$ cat src/rtl/uart_pkg.sv
// Shared UART definitions, used by both the transmit and receive paths.
//   uart_state  : frame-level state encoding common to uart_tx and uart_rx
//   PARITY_*    : legal values of the PARITY_BIT parameter
package uart_pkg;

   typedef enum logic [2:0] {
      UART_IDLE,
      UART_START,
      UART_DATA,
      UART_PARITY,
      UART_STOP
   } uart_state;

   localparam string PARITY_NONE = "none";
   localparam string PARITY_EVEN = "even";
   localparam string PARITY_ODD  = "odd";

endpackage

$ cat src/rtl/parity.sv
// Parity generator.
//   data : word to protect (BITS wide)
//   par  : odd-parity bit, i.e. the bit that makes {data, par} contain an
//          odd number of ones
module parity #(
   parameter int BITS = 8
) (
   input  logic [BITS-1:0] data,
   output logic            par
);

   assign par = ~(^data);

endmodule

$ cat src/rtl/uart_rx.sv
// UART receiver: recovers asynchronous serial frames from rx and presents
// each word on a valid/ready handshake with error status.
//   clk        : logic clock
//   rst        : synchronous, active-low reset
//   rx         : asynchronous serial line, idles high
//   rx_data    : received word, stable while rx_valid is high
//   rx_valid   : word available
//   rx_ready   : consumer accepts; transfer when rx_valid && rx_ready
//   parity_err : parity mismatch for the held word (qualified by rx_valid)
//   frame_err  : a stop bit was sampled low for the held word
//   overrun    : one-cycle pulse when a frame completes while the previous
//                word is still unaccepted (the new frame is dropped)
//   busy       : receiver is inside a frame
module uart_rx
   import uart_pkg::*;
#(
   parameter int    DATA_BITS    = 8,
   parameter string PARITY_BIT   = "none",
   parameter int    STOP_BITS    = 1,
   parameter int    UART_CLK_DIV = 10
) (
   input  logic                 clk,
   input  logic                 rst,
   input  logic                 rx,
   output logic [DATA_BITS-1:0] rx_data,
   output logic                 rx_valid,
   input  logic                 rx_ready,
   output logic                 parity_err,
   output logic                 frame_err,
   output logic                 overrun,
   output logic                 busy
);

   localparam int H        = UART_CLK_DIV / 2;
   localparam int CNT_W    = $clog2(UART_CLK_DIV);
   localparam int IDX_W    = $clog2(DATA_BITS);
   localparam bit PAR_EVEN = (PARITY_BIT == PARITY_EVEN);
   localparam bit PAR_EN   = PAR_EVEN || (PARITY_BIT == PARITY_ODD);

   // Two-flop synchroniser plus one delay stage for falling-edge detection.
   // All three reset high so a reset never looks like a start bit.
   logic sync_q;
   logic rx_s;
   logic rx_s_d;

   always_ff @(posedge clk) begin
      if (!rst) begin
         sync_q <= 1'b1;
         rx_s   <= 1'b1;
         rx_s_d <= 1'b1;
      end else begin
         sync_q <= rx;
         rx_s   <= sync_q;
         rx_s_d <= rx_s;
      end
   end

   uart_state            state;
   logic [CNT_W-1:0]     bit_cnt;
   logic [IDX_W-1:0]     idx;
   logic                 stop_idx;
   logic [DATA_BITS-1:0] shreg;
   logic                 par_err_q;
   logic                 frm_err_q;
   logic                 odd_bit;
   logic                 exp_par;
   logic                 bit_tick;
   logic                 half_tick;
   logic                 stop_last;

   parity #(
      .BITS (DATA_BITS)
   ) u_parity (
      .data (shreg),
      .par  (odd_bit)
   );

   // Even parity expects the plain XOR of the data, odd expects its inverse.
   assign exp_par   = PAR_EVEN ? ~odd_bit : odd_bit;
   assign bit_tick  = (bit_cnt == CNT_W'(UART_CLK_DIV - 1));
   assign half_tick = (bit_cnt == CNT_W'(H - 1));
   assign stop_last = (stop_idx == 1'(STOP_BITS - 1));

   // NOTE: the shift register carries no reset; every bit is rewritten in
   // UART_DATA before parity or delivery ever looks at it.
   always_ff @(posedge clk) begin
      if (state == UART_DATA && bit_tick) begin
         shreg[idx] <= rx_s;
      end
   end

   // NOTE: later non-blocking assignments in this block override earlier
   // ones, so a delivery in UART_STOP wins over the accept-clear of rx_valid
   // and over the default-low of overrun.
   always_ff @(posedge clk) begin
      if (!rst) begin
         state      <= UART_IDLE;
         busy       <= 1'b0;
         bit_cnt    <= '0;
         idx        <= '0;
         stop_idx   <= 1'b0;
         par_err_q  <= 1'b0;
         frm_err_q  <= 1'b0;
         rx_data    <= '0;
         rx_valid   <= 1'b0;
         parity_err <= 1'b0;
         frame_err  <= 1'b0;
         overrun    <= 1'b0;
      end else begin
         overrun <= 1'b0;
         if (rx_valid && rx_ready) begin
            rx_valid <= 1'b0;
         end
         bit_cnt <= bit_tick ? '0 : bit_cnt + 1'b1;

         case (state)
            UART_IDLE: begin
               bit_cnt <= '0;
               if (rx_s_d && !rx_s) begin
                  state <= UART_START;
                  busy  <= 1'b1;
               end
            end

            // Half a bit into the start bit: a line already back high was
            // a glitch, otherwise re-phase the counter to mid-bit.
            UART_START: begin
               if (half_tick) begin
                  if (rx_s) begin
                     state <= UART_IDLE;
                     busy  <= 1'b0;
                  end else begin
                     state     <= UART_DATA;
                     idx       <= '0;
                     bit_cnt   <= '0;
                     par_err_q <= 1'b0;
                     frm_err_q <= 1'b0;
                  end
               end
            end

            UART_DATA: begin
               if (bit_tick) begin
                  idx <= idx + 1'b1;
                  if (idx == IDX_W'(DATA_BITS - 1)) begin
                     stop_idx <= 1'b0;
                     state    <= PAR_EN ? UART_PARITY : UART_STOP;
                  end
               end
            end

            UART_PARITY: begin
               if (bit_tick) begin
                  par_err_q <= (rx_s != exp_par);
                  state     <= UART_STOP;
               end
            end

            // Leave at mid-stop-bit so a back-to-back start edge is caught.
            UART_STOP: begin
               if (bit_tick) begin
                  if (!stop_last) begin
                     frm_err_q <= frm_err_q | ~rx_s;
                     stop_idx  <= 1'b1;
                  end else begin
                     state <= UART_IDLE;
                     busy  <= 1'b0;
                     if (!rx_valid || rx_ready) begin
                        rx_data    <= shreg;
                        parity_err <= par_err_q;
                        frame_err  <= frm_err_q | ~rx_s;
                        rx_valid   <= 1'b1;
                     end else begin
                        overrun <= 1'b1;
                     end
                  end
               end
            end

            default: begin
               state <= UART_IDLE;
               busy  <= 1'b0;
            end
         endcase
      end
   end

endmodule

$ cat config.mk
export PLATFORM = sky130hd
export DESIGN_NAME = uart_rx
export DESIGN_NICKNAME = d
export VERILOG_FILES = /design/src/rtl/uart_pkg.sv /design/src/rtl/parity.sv /design/src/rtl/uart_rx.sv
export SDC_FILE = /design/constraint.sdc
export NUM_CORES = 1
export LEC_CHECK = 0
export CAP_MARGIN = 20
export CORE_MARGIN = 2
export CORE_UTILIZATION = 57
export CTS_BUF_LIST = sky130_fd_sc_hd__clkbuf_8
export CTS_CLUSTER_SIZE = 10
export DETAILED_ROUTE_END_ITERATION = 8
export PLACE_DENSITY = 0.81
export SLEW_MARGIN = 20
export SYNTH_ARGS = -nofsm -noshare
export SYNTH_HDL_FRONTEND = slang
export SYNTH_SLANG_ARGS = --single-unit
$ cat constraint.sdc
create_clock -name clk -period 2.1 [get_ports clk]
set_clock_uncertainty 0.05 [all_clocks]
set_input_delay 0.21 -clock clk [delete_from_list [all_inputs] [get_ports clk]]
set_output_delay 0.21 -clock clk [all_outputs]
set_load 0.03 [all_outputs]
==> results of run 1 <==
## layout make-up
cell class | count | area [sq um] | area share
clock buffers | 5 | 68.8 | 0.0378
well taps | 30 | 37.5 | 0.0206
inverters | 6 | 22.5 | 0.0124
clock inverters | 3 | 12.5 | 0.00687
repair buffers | 20 | 190 | 0.104
flip-flops and latches | 36 | 801 | 0.440
multi-input cells | 101 | 688 | 0.378
## power by group through the flow
stage / Sequential, mW / Combinational, mW / Clock (mW)
after floorplan: 0.730 / 0.0193 / 0
after global placement: 0.730 / 0.0379 / 0
after detailed placement: 0.730 / 0.0385 / 0
after CTS: 0.714 / 0.0389 / 0.456
after global routing: 0.714 / 0.0421 / 0.486
final: 0.714 / 0.0395 / 0.448
## routing by layer
metal,up-vias,part of all wire
met2,21,0.49
met5,-,0
met1,532,0.47
li1,551,-
met3,2,0.037
met4,0,0.0052
## synth_stat cells (4+ instances only)
| cell type | count |
|---|---|
| sky130_fd_sc_hd__a21oi_1 | 7 |
| sky130_fd_sc_hd__edfxtp_1 | 8 |
| sky130_fd_sc_hd__nor3_1 | 4 |
| sky130_fd_sc_hd__dfxtp_1 | 28 |
| sky130_fd_sc_hd__nand2_1 | 6 |
| sky130_fd_sc_hd__nand3_1 | 7 |
| sky130_fd_sc_hd__inv_1 | 5 |
| sky130_fd_sc_hd__xnor2_1 | 5 |
| sky130_fd_sc_hd__mux2i_1 | 9 |
| sky130_fd_sc_hd__ha_1 | 5 |
| sky130_fd_sc_hd__nand2b_1 | 7 |
| sky130_fd_sc_hd__nor2_1 | 23 |
## registers in the layout, summed over array words and instances (netlist names), 3 cells and up
name,count
bit_cnt,4
shreg,8
rx_data,8
state,3
idx,3
## layout by cell type (no fill, tap or decap), types with 2 or more instances in the layout
cell / count
sky130_fd_sc_hd__nand3_1: 7
sky130_fd_sc_hd__dfxtp_1: 28
sky130_fd_sc_hd__buf_4: 4
sky130_fd_sc_hd__nand4_1: 2
sky130_fd_sc_hd__nor3_1: 4
sky130_fd_sc_hd__edfxtp_1: 8
sky130_fd_sc_hd__nor3b_1: 2
sky130_fd_sc_hd__and3b_2: 2
sky130_fd_sc_hd__mux2i_1: 9
sky130_fd_sc_hd__xnor2_1: 5
sky130_fd_sc_hd__inv_1: 7
sky130_fd_sc_hd__clkbuf_8: 5
sky130_fd_sc_hd__and3_1: 3
sky130_fd_sc_hd__o21ai_0: 3
sky130_fd_sc_hd__nand2_1: 6
sky130_fd_sc_hd__a21oi_1: 7
sky130_fd_sc_hd__clkdlybuf4s50_1: 16
sky130_fd_sc_hd__xor2_1: 3
sky130_fd_sc_hd__nand2b_1: 7
sky130_fd_sc_hd__nor2_1: 23
sky130_fd_sc_hd__ha_1: 5
## stage by stage
stage | instance area [sq um] | instances | hold slack, ns | total power, mW
floorplan | 1540 | 148 | 0.230 | 0.750
global placement | 1740 | 193 | 0.347 | 0.767
detailed placement | 1740 | 193 | 0.357 | 0.768
CTS | 1820 | 201 | 0.374 | 1.21
global route | 1820 | 201 | 0.386 | 1.24
finish | 1820 | 201 | 0.368 | 1.20
## cell families after synthesis
| logic type | after synthesis | share of synthesized area |
|---|---|---|
| AOI/OAI and AO/OA | 16 | 0.0673 |
| xor gates and xnor gates | 9 | 0.0600 |
| adders and majority gates | 5 | 0.0406 |
| buffers and inverters | 11 | 0.0349 |
| DFF | 36 | 0.519 |
| muxes | 9 | 0.0584 |
| and+or+nand+nor | 62 | 0.220 |
## worst paths after layout
check | start | end | slack, ns | depth (start not counted)
max | bit_cnt[0] | shreg[1] | 0.23 | 5
min | sync_q | rx_s | 0.37 | 1
min reg2reg | sync_q | rx_s | 0.37 | 1
max reg2reg | bit_cnt[0] | shreg[1] | 0.23 | 5
## critical path: stages, from the launching register on
cell,delay (ns)
sky130_fd_sc_hd__dfxtp_1,0.40
sky130_fd_sc_hd__ha_1,0.17
sky130_fd_sc_hd__and3b_2,0.29
sky130_fd_sc_hd__nor3b_2,0.30
sky130_fd_sc_hd__nand2_1,0.16
sky130_fd_sc_hd__nor3_1,0.19
==> qor.tcl, run 1 <==
set qor(crit_required_ns) 2.03
set qor(ios) 17
set qor(clk_transition_reported_paths_ns) 0.07
set qor(synth_top_area_cell) {sky130_fd_sc_hd__dfxtp_1}
set qor(worstPathArrival_ns) 1.80
set qor(layout-drive-gt1-share) 0.0994
set qor(avgRoutedWirePerCell_microns) 13.4
set qor(finalWirelength_mm) 2.69
set qor(fmax_mhz) 535
set qor(highest_utilization_routing_layer_at_the_global_route_stage) {met2}
set qor(yosys_register_bits) 36
set qor(yosysSeqAreaShare) 0.519
set qor(cts_resized) 0
set qor(rsz0062_at_grt) {false}
set qor(clk-insertion-delay-late_ns) 0.28
set qor(cap_violations) 0
set qor(power_density_nw_per_um2) 660
set qor(synth_top_area_frac) 0.363
set qor(die_y_microns) 56.0
set qor(logic_gate_share_of_total_power) 0.033
set qor(tritoncts.num_buffers) 5
set qor(syn_area_per_cell_sq_um) 10.4
set qor(slew_viol_final) 0
set qor(total_switching_power_uw) 250
set qor(leakage_nw) 0.744
set qor(drc) 0
set qor(power.share.sequential) 0.595
set qor(switching_share) 0.208
set qor(post-route-min-period_ns) 1.87
set qor(fin_crit_sh) 0.890
set qor(global_route.usage.met1) 0.226
set qor(synth_cells) 148
set qor(grtUsageMet2) 0.289
set qor(floorplan_row_count) 18
set qor(critical_path_class) {reg2reg}
set qor(final_worst_slack_ns) 0.230
set qor(grt_remaining_overflow) 0
set qor(final-setup-viol-count) 0
set qor(num_antenna_cells) 0
set qor(syn-num-nets) 157
set qor(synthDistinctLibCells) 36
set qor(drt.antenna.violating_nets) 0
set qor(clkSinkCount) 36
set qor(core-area_sq_um) 2520
set qor(endpoint_kind) {flip-flop}
set qor(portBuffers) 16
set qor(vdd.ir_drop.worst_mv) 0.597
set qor(route.vias.total) 1106
set qor(share_of_synthesized_flip_flops_with_an_asynchronous_set_or_reset) 0
set qor(htree_levels) 2
set qor(mappedNetlistArea_sq_um) 1540
set qor(timing.critical_path.fanout_max) 11
set qor(fill_cells) 178
set qor(fin_util) 0.722
set qor(grt_use_total) 0.182
set qor(dr.first_iter.drc_count) 51
set qor(clock-root-buffer) {sky130_fd_sc_hd__clkbuf_8}
set qor(synth.top_cells.by_area) {sky130_fd_sc_hd__dfxtp_1 (36%), sky130_fd_sc_hd__edfxtp_1 (16%), sky130_fd_sc_hd__mux2i_1 (5.8%), sky130_fd_sc_hd__nor2_1 (5.6%), sky130_fd_sc_hd__ha_1 (4.1%)}
set qor(place_congestion) 0.828
set qor(post_cts.repair.setup_buffers) 0
set qor(chipWidth_microns) 56.0
set qor(grt_antenna_before_repair) 0
set qor(clock_path_buffers) 2
set qor(critPathLaunchType) {flip-flop}
set qor(grt_util_met3) 0.0698
set qor(cts-hold-fix-buffers) 0
set qor(synth-main-ff-cell) {sky130_fd_sc_hd__dfxtp_1}
set qor(synth_enable_flop_cells) 8
set qor(drt-vias-per-instance) 5.50
set qor(grt_pass1_vias) 958
set qor(run_status) {finished clean}
set qor(grt_max_degree) 18
set qor(nets) 179
set qor(tritoncts) {built}
set qor(power.clock.fraction) 0.373
set qor(report.final.hold_viol_count) 0
set qor(hpwlAfterDp_mm) 1.87
set qor(detail_route.first_pass.iterations) 4
set qor(die-area_sq_um) 3140
set qor(timing.setup.tns_ns) 0
set qor(place_ws_ns) 0.258
set qor(flow.area_growth_from_synthesis_pct) 18.0
set qor(tightest_slew_ns) 0.385
set qor(worst_slew_margin_rel) 0.743
set qor(internal_power_uw) 951
set qor(first_pass_grt_wire_length_mm) 4.37
set qor(yosysWarningCount) 0
set qor(start_util) 0.612
set qor(min-delay-path-class) {reg2reg}
Power figures use the tool's default switching activity.
==> run 2, diff against run 1 <==
CORE_UTILIZATION = 30   (was 57)
PLACE_DENSITY = unset   (was 0.81)
==> qor.tcl, run 2 (synthesized netlist as in run 1, its figures left out) <==
set qor(clkSinkCount) 36 ;# unchanged
set qor(place_congestion) 0.776 ;# was 0.828
set qor(crit_required_ns) 2.04 ;# was 2.03 ns
set qor(cts-hold-fix-buffers) 0 ;# unchanged
set qor(htree_levels) 2 ;# unchanged
set qor(rsz0062_at_grt) {false} ;# unchanged
set qor(timing.setup.tns_ns) 0 ;# unchanged
set qor(timing.critical_path.fanout_max) 11 ;# unchanged
set qor(endpoint_kind) {flip-flop} ;# unchanged
set qor(portBuffers) 16 ;# unchanged
set qor(die-area_sq_um) 5730 ;# was 3140 sq um
set qor(min-delay-path-class) {reg2reg} ;# unchanged
set qor(leakage_nw) 0.753 ;# was 0.744 nW
set qor(slew_viol_final) 0 ;# unchanged
set qor(start_util) 0.306 ;# was 0.612
set qor(clock_path_buffers) 2 ;# unchanged
set qor(num_antenna_cells) 0 ;# unchanged
set qor(run_status) {finished clean} ;# unchanged
set qor(finalWirelength_mm) 2.66 ;# was 2.69 mm
set qor(hpwlAfterDp_mm) 1.87 ;# about the same
set qor(vdd.ir_drop.worst_mv) 0.250 ;# was 0.597 mV
set qor(first_pass_grt_wire_length_mm) 4.37 ;# unchanged
set qor(flow.area_growth_from_synthesis_pct) 23.0 ;# was 18.0%
set qor(chipWidth_microns) 75.7 ;# was 56.0 microns
set qor(tightest_slew_ns) 0.351 ;# was 0.385 ns
set qor(post-route-min-period_ns) 1.88 ;# was 1.87 ns
set qor(final_worst_slack_ns) 0.222 ;# was 0.230 ns
set qor(avgRoutedWirePerCell_microns) 11.0 ;# was 13.4 microns
set qor(clk-insertion-delay-late_ns) 0.28 ;# about the same
set qor(fmax_mhz) 532 ;# was 535 MHz
set qor(detail_route.first_pass.iterations) 4 ;# unchanged
set qor(post_cts.repair.setup_buffers) 0 ;# unchanged
set qor(layout-drive-gt1-share) 0.105 ;# was 0.0994
set qor(ios) 17 ;# unchanged
set qor(cap_violations) 0 ;# unchanged
set qor(critPathLaunchType) {flip-flop} ;# unchanged
set qor(route.vias.total) 1051 ;# was 1106
set qor(critical_path_class) {reg2reg} ;# unchanged
set qor(layout_commonest_cell) {sky130_fd_sc_hd__dfxtp_1} ;# unchanged
set qor(grt_pass1_vias) 925 ;# was 958
set qor(cts_resized) 0 ;# unchanged
set qor(grt_remaining_overflow) 0 ;# unchanged
set qor(nets) 179 ;# unchanged
set qor(tritoncts.num_buffers) 5 ;# unchanged
set qor(clk_transition_reported_paths_ns) 0.07 ;# about the same
set qor(grt_antenna_before_repair) 0 ;# unchanged
set qor(worstPathArrival_ns) 1.82 ;# was 1.80 ns
set qor(worst_slew_margin_rel) 0.766 ;# was 0.743
set qor(fin_crit_sh) 0.894 ;# was 0.890
set qor(grt_max_degree) 18 ;# unchanged
set qor(largestRegisters) {rx_data x8, shreg x8, bit_cnt x4} ;# unchanged
set qor(report.final.hold_viol_count) 0 ;# unchanged
set qor(core-area_sq_um) 5040 ;# was 2520 sq um
set qor(tritoncts) {built} ;# unchanged
set qor(drc) 0 ;# unchanged
set qor(dr.first_iter.drc_count) 41 ;# was 51
set qor(floorplan_row_count) 26 ;# was 18
set qor(die_y_microns) 75.7 ;# was 56.0 microns
set qor(place_ws_ns) 0.235 ;# was 0.258 ns
set qor(layout_common_cells) {sky130_fd_sc_hd__dfxtp_1 (28), sky130_fd_sc_hd__nor2_1 (23), sky130_fd_sc_hd__clkdlybuf4s50_1 (16), sky130_fd_sc_hd__mux2i_1 (9), sky130_fd_sc_hd__edfxtp_1 (8)} ;# unchanged
set qor(final-setup-viol-count) 0 ;# unchanged
set qor(drt-vias-per-instance) 4.36 ;# was 5.50
set qor(drt.antenna.violating_nets) 0 ;# unchanged
set qor(clock-root-buffer) {sky130_fd_sc_hd__clkbuf_8} ;# unchanged
set qor(power_density_nw_per_um2) 708 ;# was 660 nW/um^2
set qor(grt_use_total) 0.104 ;# was 0.182
run 2: where the power goes:
group	internal (mW)	switching, mW
logic	0.0185	0.0206
clock network	0.347	0.243
registers	0.710	0.00407
run 2: stage by stage:
step / util / instance area, sq um / power, mW / hold slack [ns] / instances
3_3_place_gp: 0.355 / 1790 / 0.770 / 0.339 / 233
4_1_cts: 0.376 / 1900 / 1.37 / 0.363 / 241
3_5_place_dp: 0.355 / 1790 / 0.769 / 0.345 / 233
2_1_floorplan: - / 1540 / 0.750 / 0.230 / 148
6_report: 0.376 / 1900 / 1.34 / 0.359 / 241
5_1_grt: 0.376 / 1900 / 1.39 / 0.376 / 241
run 2: layout make-up:
cell class	instances	area, sq um
Clock buffer	5	68.8
Clock inverter	3	38.8
Fill cell	518	3150
Inverter	6	22.5
Multi-Input combinational cell	101	688
Sequential cell	36	801
Tap cell	70	87.6
Timing Repair Buffer	20	190
run 2: layer usage:
| layer | global-route usage | part of all wire | up-vias |
|---|---|---|---|
| met5 | 0 | 0 | - |
| met4 | 0.0468 | 0.021 | 0 |
| met3 | 0.0397 | 0.039 | 7 |
| met2 | 0.151 | 0.43 | 17 |
| met1 | 0.137 | 0.51 | 470 |
| li1 | - | - | 557 |
run 2: critical path: stages, from the launching register on:
cell and delay [ns]:
sky130_fd_sc_hd__dfxtp_1 0.40, sky130_fd_sc_hd__ha_1 0.17, sky130_fd_sc_hd__and3b_2 0.29, sky130_fd_sc_hd__nor3b_2 0.29, sky130_fd_sc_hd__nand2b_1 0.18, sky130_fd_sc_hd__nor3_1 0.19
run 2: final timing paths:
path / endpoint / slack (ns) / cells after the start / startpoint
hold reg to reg: rx_s / 0.36 / 1 / sync_q
setup / recovery: shreg[0] / 0.22 / 5 / bit_cnt[0]
hold / removal: rx_s / 0.36 / 1 / sync_q
setup reg to reg: shreg[0] / 0.22 / 5 / bit_cnt[0]
